<file path="config.mk">
export PLATFORM = sky130hd
export DESIGN_NAME = muldiv_sequencer
export DESIGN_NICKNAME = d
export VERILOG_FILES = /design/src/rtl/muldiv_sequencer.sv
export SDC_FILE = /design/constraint.sdc
export NUM_CORES = 1
export LEC_CHECK = 0
export ABC_AREA = 1
export CAP_MARGIN = 20
export CELL_PAD_IN_SITES_DETAIL_PLACEMENT = 1
export CELL_PAD_IN_SITES_GLOBAL_PLACEMENT = 1
export CORE_MARGIN = 4
export CORE_UTILIZATION = 42
export CTS_CLUSTER_SIZE = 14
export DETAILED_ROUTE_END_ITERATION = 7
export GPL_TIMING_DRIVEN = 0
export PLACE_DENSITY_LB_ADDON = 0.3
export SLEW_MARGIN = 25
export SYNTH_ARGS = -nofsm -noshare
export SYNTH_HDL_FRONTEND = slang
export SYNTH_SLANG_ARGS = --single-unit
</file>
<file path="constraint.sdc">
create_clock -name clk -period 3.5 [get_ports clk]
set_clock_uncertainty 0.05 [all_clocks]
set_input_delay 0.7 -clock clk [delete_from_list [all_inputs] [get_ports clk]]
set_output_delay 0.7 -clock clk [all_outputs]
set_load 0.005 [all_outputs]
</file>
<file path="src/rtl/muldiv_sequencer.sv">
// Iterative unsigned 32x32 multiplier and restoring divider.
// Each operation retires one bit per cycle and takes 32 cycles; results go to hi/lo.
module muldiv_sequencer (
  input  logic        clk,
  input  logic        rst_n,
  input  logic        start,
  input  logic [3:0]  alu_ctrl,
  input  logic [31:0] op_a,
  input  logic [31:0] op_b,
  input  logic        flush,
  output logic        busy,
  output logic        done,
  output logic [31:0] hi,
  output logic [31:0] lo,
  output logic        div_by_zero
);

  typedef enum logic [1:0] {IDLE, MUL, DIV, DONE} state_t;

  localparam logic [3:0] CTRL_MUL = 4'd5;
  localparam logic [3:0] CTRL_DIV = 4'd4;

  state_t      state;
  logic [4:0]  cnt;
  logic [63:0] acc;   // MUL: {partial product, remaining multiplier}; DIV: low half holds dividend/quotient
  logic [31:0] opnd;  // multiplicand or divisor
  logic [31:0] rem;

  logic [32:0] mul_sum;
  logic [63:0] mul_next;
  logic [32:0] rem_sh;
  logic [32:0] rem_diff;
  logic [31:0] rem_next;
  logic [31:0] quo_next;

  // NOTE: every variable gets a value on every path here, so no latch can be inferred.
  always_comb begin
    mul_sum  = {1'b0, acc[63:32]} + (acc[0] ? {1'b0, opnd} : 33'd0);
    mul_next = {mul_sum, acc[31:1]};
    rem_sh   = {rem, acc[31]};
    rem_diff = rem_sh - {1'b0, opnd};
    if (rem_diff[32]) begin
      rem_next = rem_sh[31:0];
      quo_next = {acc[30:0], 1'b0};
    end else begin
      rem_next = rem_diff[31:0];
      quo_next = {acc[30:0], 1'b1};
    end
  end

  // NOTE: sequential state uses non-blocking assignments so all registers update together.
  always_ff @(posedge clk or negedge rst_n) begin
    if (!rst_n) begin
      state       <= IDLE;
      cnt         <= 5'd0;
      acc         <= 64'd0;
      opnd        <= 32'd0;
      rem         <= 32'd0;
      busy        <= 1'b0;
      done        <= 1'b0;
      hi          <= 32'd0;
      lo          <= 32'd0;
      div_by_zero <= 1'b0;
    end else if (flush) begin
      // Abort wins over start and completion; results are left untouched.
      state <= IDLE;
      cnt   <= 5'd0;
      busy  <= 1'b0;
      done  <= 1'b0;
    end else begin
      case (state)
        IDLE: begin
          done <= 1'b0;
          if (start && alu_ctrl == CTRL_MUL) begin
            acc   <= {32'd0, op_b};
            opnd  <= op_a;
            cnt   <= 5'd31;
            busy  <= 1'b1;
            state <= MUL;
          end else if (start && alu_ctrl == CTRL_DIV) begin
            busy <= 1'b1;
            if (op_b == 32'd0) begin
              hi          <= op_a;
              lo          <= 32'hFFFF_FFFF;
              div_by_zero <= 1'b1;
              done        <= 1'b1;
              state       <= DONE;
            end else begin
              acc   <= {32'd0, op_a};
              opnd  <= op_b;
              rem   <= 32'd0;
              cnt   <= 5'd31;
              state <= DIV;
            end
          end
        end
        MUL: begin
          acc <= mul_next;
          cnt <= cnt - 5'd1;
          if (cnt == 5'd0) begin
            hi          <= mul_next[63:32];
            lo          <= mul_next[31:0];
            div_by_zero <= 1'b0;
            done        <= 1'b1;
            state       <= DONE;
          end
        end
        DIV: begin
          acc <= {acc[63:32], quo_next};
          rem <= rem_next;
          cnt <= cnt - 5'd1;
          if (cnt == 5'd0) begin
            hi          <= rem_next;
            lo          <= quo_next;
            div_by_zero <= 1'b0;
            done        <= 1'b1;
            state       <= DONE;
          end
        end
        DONE: begin
          done  <= 1'b0;
          busy  <= 1'b0;
          state <= IDLE;
        end
        default: begin
          done  <= 1'b0;
          busy  <= 1'b0;
          state <= IDLE;
        end
      endcase
    end
  end

endmodule

</file>
==> results.cfg <==
[status]
status = complete, no violations

[sta]
rsz0062_at_grt = false
slew_headroom_pct = 44.2
worst_pin_slew_ns = 0.837
slew_violations = 0
finalCritPeriodShare_pct = 95.7
setup_ws_ns = 0.150
fmax_mhz = 299
finalHoldViolCount = 0
period_needed_ns = 3.35
setup_viol = 0

[route]
vias = 16800
detail-route-antenna-nets = 0
post_drt_wl_per_cell_um = 21.2
routed_wl_um = 63300
via_per_inst = 5.62
drc = 0
drt_pass1_iterations = 5
drt_iter0_drc = 1394

[final_layout]
insertedDiodeCount = 0
layout_commonest_cell = nand2_1
syn_to_final_growth_pct = 19.1
drive_above_1_share_pct = 4.43
layout_common_cells = 841 x nand2_1, 384 x inv_1, 201 x dfrtp_1
fin_area_um2 = 18000
nFillCells = 4810
nets = 2654
stdcell_count = 2989

[logic_synthesis]
ys_seq_elements = 202
synth-async-reset-ratio_pct = 100
synth_seq_area_share_pct = 33.4
synth_nets = 2487
yosys_most_used_dff = dfrtp_1
syn_area_um2 = 15100
synth.avg_cell_area_um2 = 6.46
synth-edff-count = 0
ys_warn_count = 0
postSynthCellCount = 2342
ys_types = 47

[flow_run]
max_cap_violations = 0

[setup_path]
critPathBufInv = 2
start_kind = input port
end_kind = register
cp_slowest_cell = clkdlybuf4s50_1
critPathMaxFanout = 10
cp_slowest_stage_delay_ns = 0.54
cp_cell_sequence = clkdlybuf4s50_1 > nor2_1 > nand2_1 > nor2_1 > nand4_1 > nand2_1 > o21ai_0 > nand3_1 > clkbuf_1 > o21ai_0
crit_type = input port to register
critPathRequiredTime_ns = 3.84
cp_data_arrival_time_ns = 3.69
crit_family = simple AND/OR/NAND/NOR gates

[cts]
h-tree-depth = 1
cts_tree = built
clockRootBuffer = clkbuf_16
clock_path_buffers = 3
cts_setup_buffers = 0
clock_latency_ns = 0.58
numCtsBuffers = 26
clk_pin_slew_worst_paths_ns = 0.06
cts.sinks = 202

[worst_hold_path]
hold_path_class = register to register

[global_route]
grtUsageTotal_pct = 31.9
grt_pass1_vias = 17400
grt_antenna_before_repair = 0
grt_pass1_wl_um = 98200
grt_max_degree = 90
grt_overflow = 0

[place]
gp_congestion = 0.969
port_buffers = 137
dp_slack_ns = -0.352
dp.cells = 2942
placed_cell_area_um2 = 17100
dp_hpwl_um = 51700

[power]
p_switching_mw = 7.21
peakVddDrop_mv = 0.545
power.share.clock_pct = 18.4
p_seq_share_pct = 25.7
switching_share_pct = 49.5
internal_power_mw = 7.37
power.density_nw_per_um2 = 809
p_leak_nw = 9.38
p_comb_share_pct = 55.8

[floorplanning]
core_region_area_um2 = 35600
die_area_um2 = 39100
die_h_um = 198
pin_count = 139
rows = 69
die_w_um = 198
start_util_pct = 42.5
## cell families after synthesis
kind of cell               count (synthesis)  share of synthesized area (%)
and+or+nand+nor                         1133                           30.2
buffers and inverters                    480                           12.4
AOI/OAI and AO/OA                        437                           16.8
DFF                                      202                           33.4
adders and majority gates                 73                           6.14
xor gates and xnor gates                  17                          0.984
## sequential cells by signal, indices dropped and copies added, names as in the netlist
register / cells
rem: 32
acc: 64
cnt: 5
busy: 1
state: 2
hi: 32
lo: 32
done: 1
div_by_zero: 1
opnd: 32
## worst reg2reg max path: stages (launching register included)
cell and delay (ns):
dfrtp_1 0.36, inv_1 0.16, ha_1 0.20, inv_1 0.11, fa_1 0.45, nand3_1 0.13
nand3_2 0.11, nand2_1 0.09, nand2_1 0.10, nand2_1 0.10, nand2_2 0.09, nand2_2 0.10
nand3_1 0.11, nand2_4 0.16, nand2_1 0.07, o21ai_0 0.42, nand2_1 0.15, nand2_1 0.20
nand2_1 0.08
## per-layer routing
| layer | up-vias | GRT usage, % | share of wire, % |
|---|---|---|---|
| met4 | 0 | 13.1 | 4.8 |
| met2 | 620 | 52.6 | 46 |
| met1 | 8263 | 43.3 | 43 |
| met3 | 149 | 3.05 | 6.2 |
| li1 | 7767 | - | - |
| met5 | - | 0 | 0 |
## Yosys cell counts (30+ instances only)
library cell	count	share of area [%]
a21oi_1	107	3.5
clkbuf_1	53	1.3
dfrtp_1	202	33
ha_1	71	5.9
inv_1	384	9.5
nand2_1	843	21
nand3_1	100	3.3
nor2_1	130	3.2
o211ai_1	63	3.1
o21ai_0	171	5.7
o21ai_1	35	1.2
o221ai_1	30	1.7
## stage by stage
| stage | utilization (%) | hold slack [ns] | power (mW) | TNS [ns] |
|---|---|---|---|---|
| 6_report | 50.6 | 0.432 | 14.6 | 0 |
| 5_1_grt | 50.6 | 0.457 | 15.5 | 0 |
| 4_1_cts | 50.6 | 0.431 | 14.4 | 0 |
| 3_5_place_dp | 48.2 | 0.419 | 11.6 | -12.64 |
| 3_3_place_gp | 48.0 | 0.416 | 11.3 | -1432.40 |
| 2_1_floorplan | - | 0.354 | 8.33 | 0 |
## final timing paths
check | startpoint | end | slack [ns] | cells after the start
max | op_b[26] | rem[27] | 0.15 | 10
min | lo[1] | lo[1] | 0.43 | 2
max reg2reg | acc[31] | hi[31] | 0.17 | 18
min reg2reg | lo[1] | lo[1] | 0.43 | 2
max in group asynchronous | rst_n | hi[26] | 1.67 | 4
min in group asynchronous | rst_n | opnd[8] | 0.52 | 2
## cell type report
type	instances	area, um2	area share, %
repair buffers	140	1440	8.00
plain buffers	89	414	2.30
flip-flops and latches	202	5060	28.1
well taps	461	577	3.20
clock buffers	34	721	4.00
multi-input cells	1660	8210	45.6
clock inverters	13	133	0.736
inverters	390	1460	8.13
## power groups by stage
stage	Combinational (mW)	Sequential, mW	Clock, mW
after global routing	8.90	3.83	2.81
after floorplan	4.71	3.63	0
after detailed placement	7.90	3.75	0
after global placement	7.60	3.71	0
final	8.14	3.75	2.69
after CTS	8.00	3.72	2.70
## repair_timing
item | in CTS | in global routing
resized for setup | 4 | 8
hold buffers | 1 | 0
pin swaps | 0 | 1
setup endpoints to repair | 21 | 20
endpoints found under the hold margin | 28 | 0
Note: power is estimated with default switching activity, not from simulation.
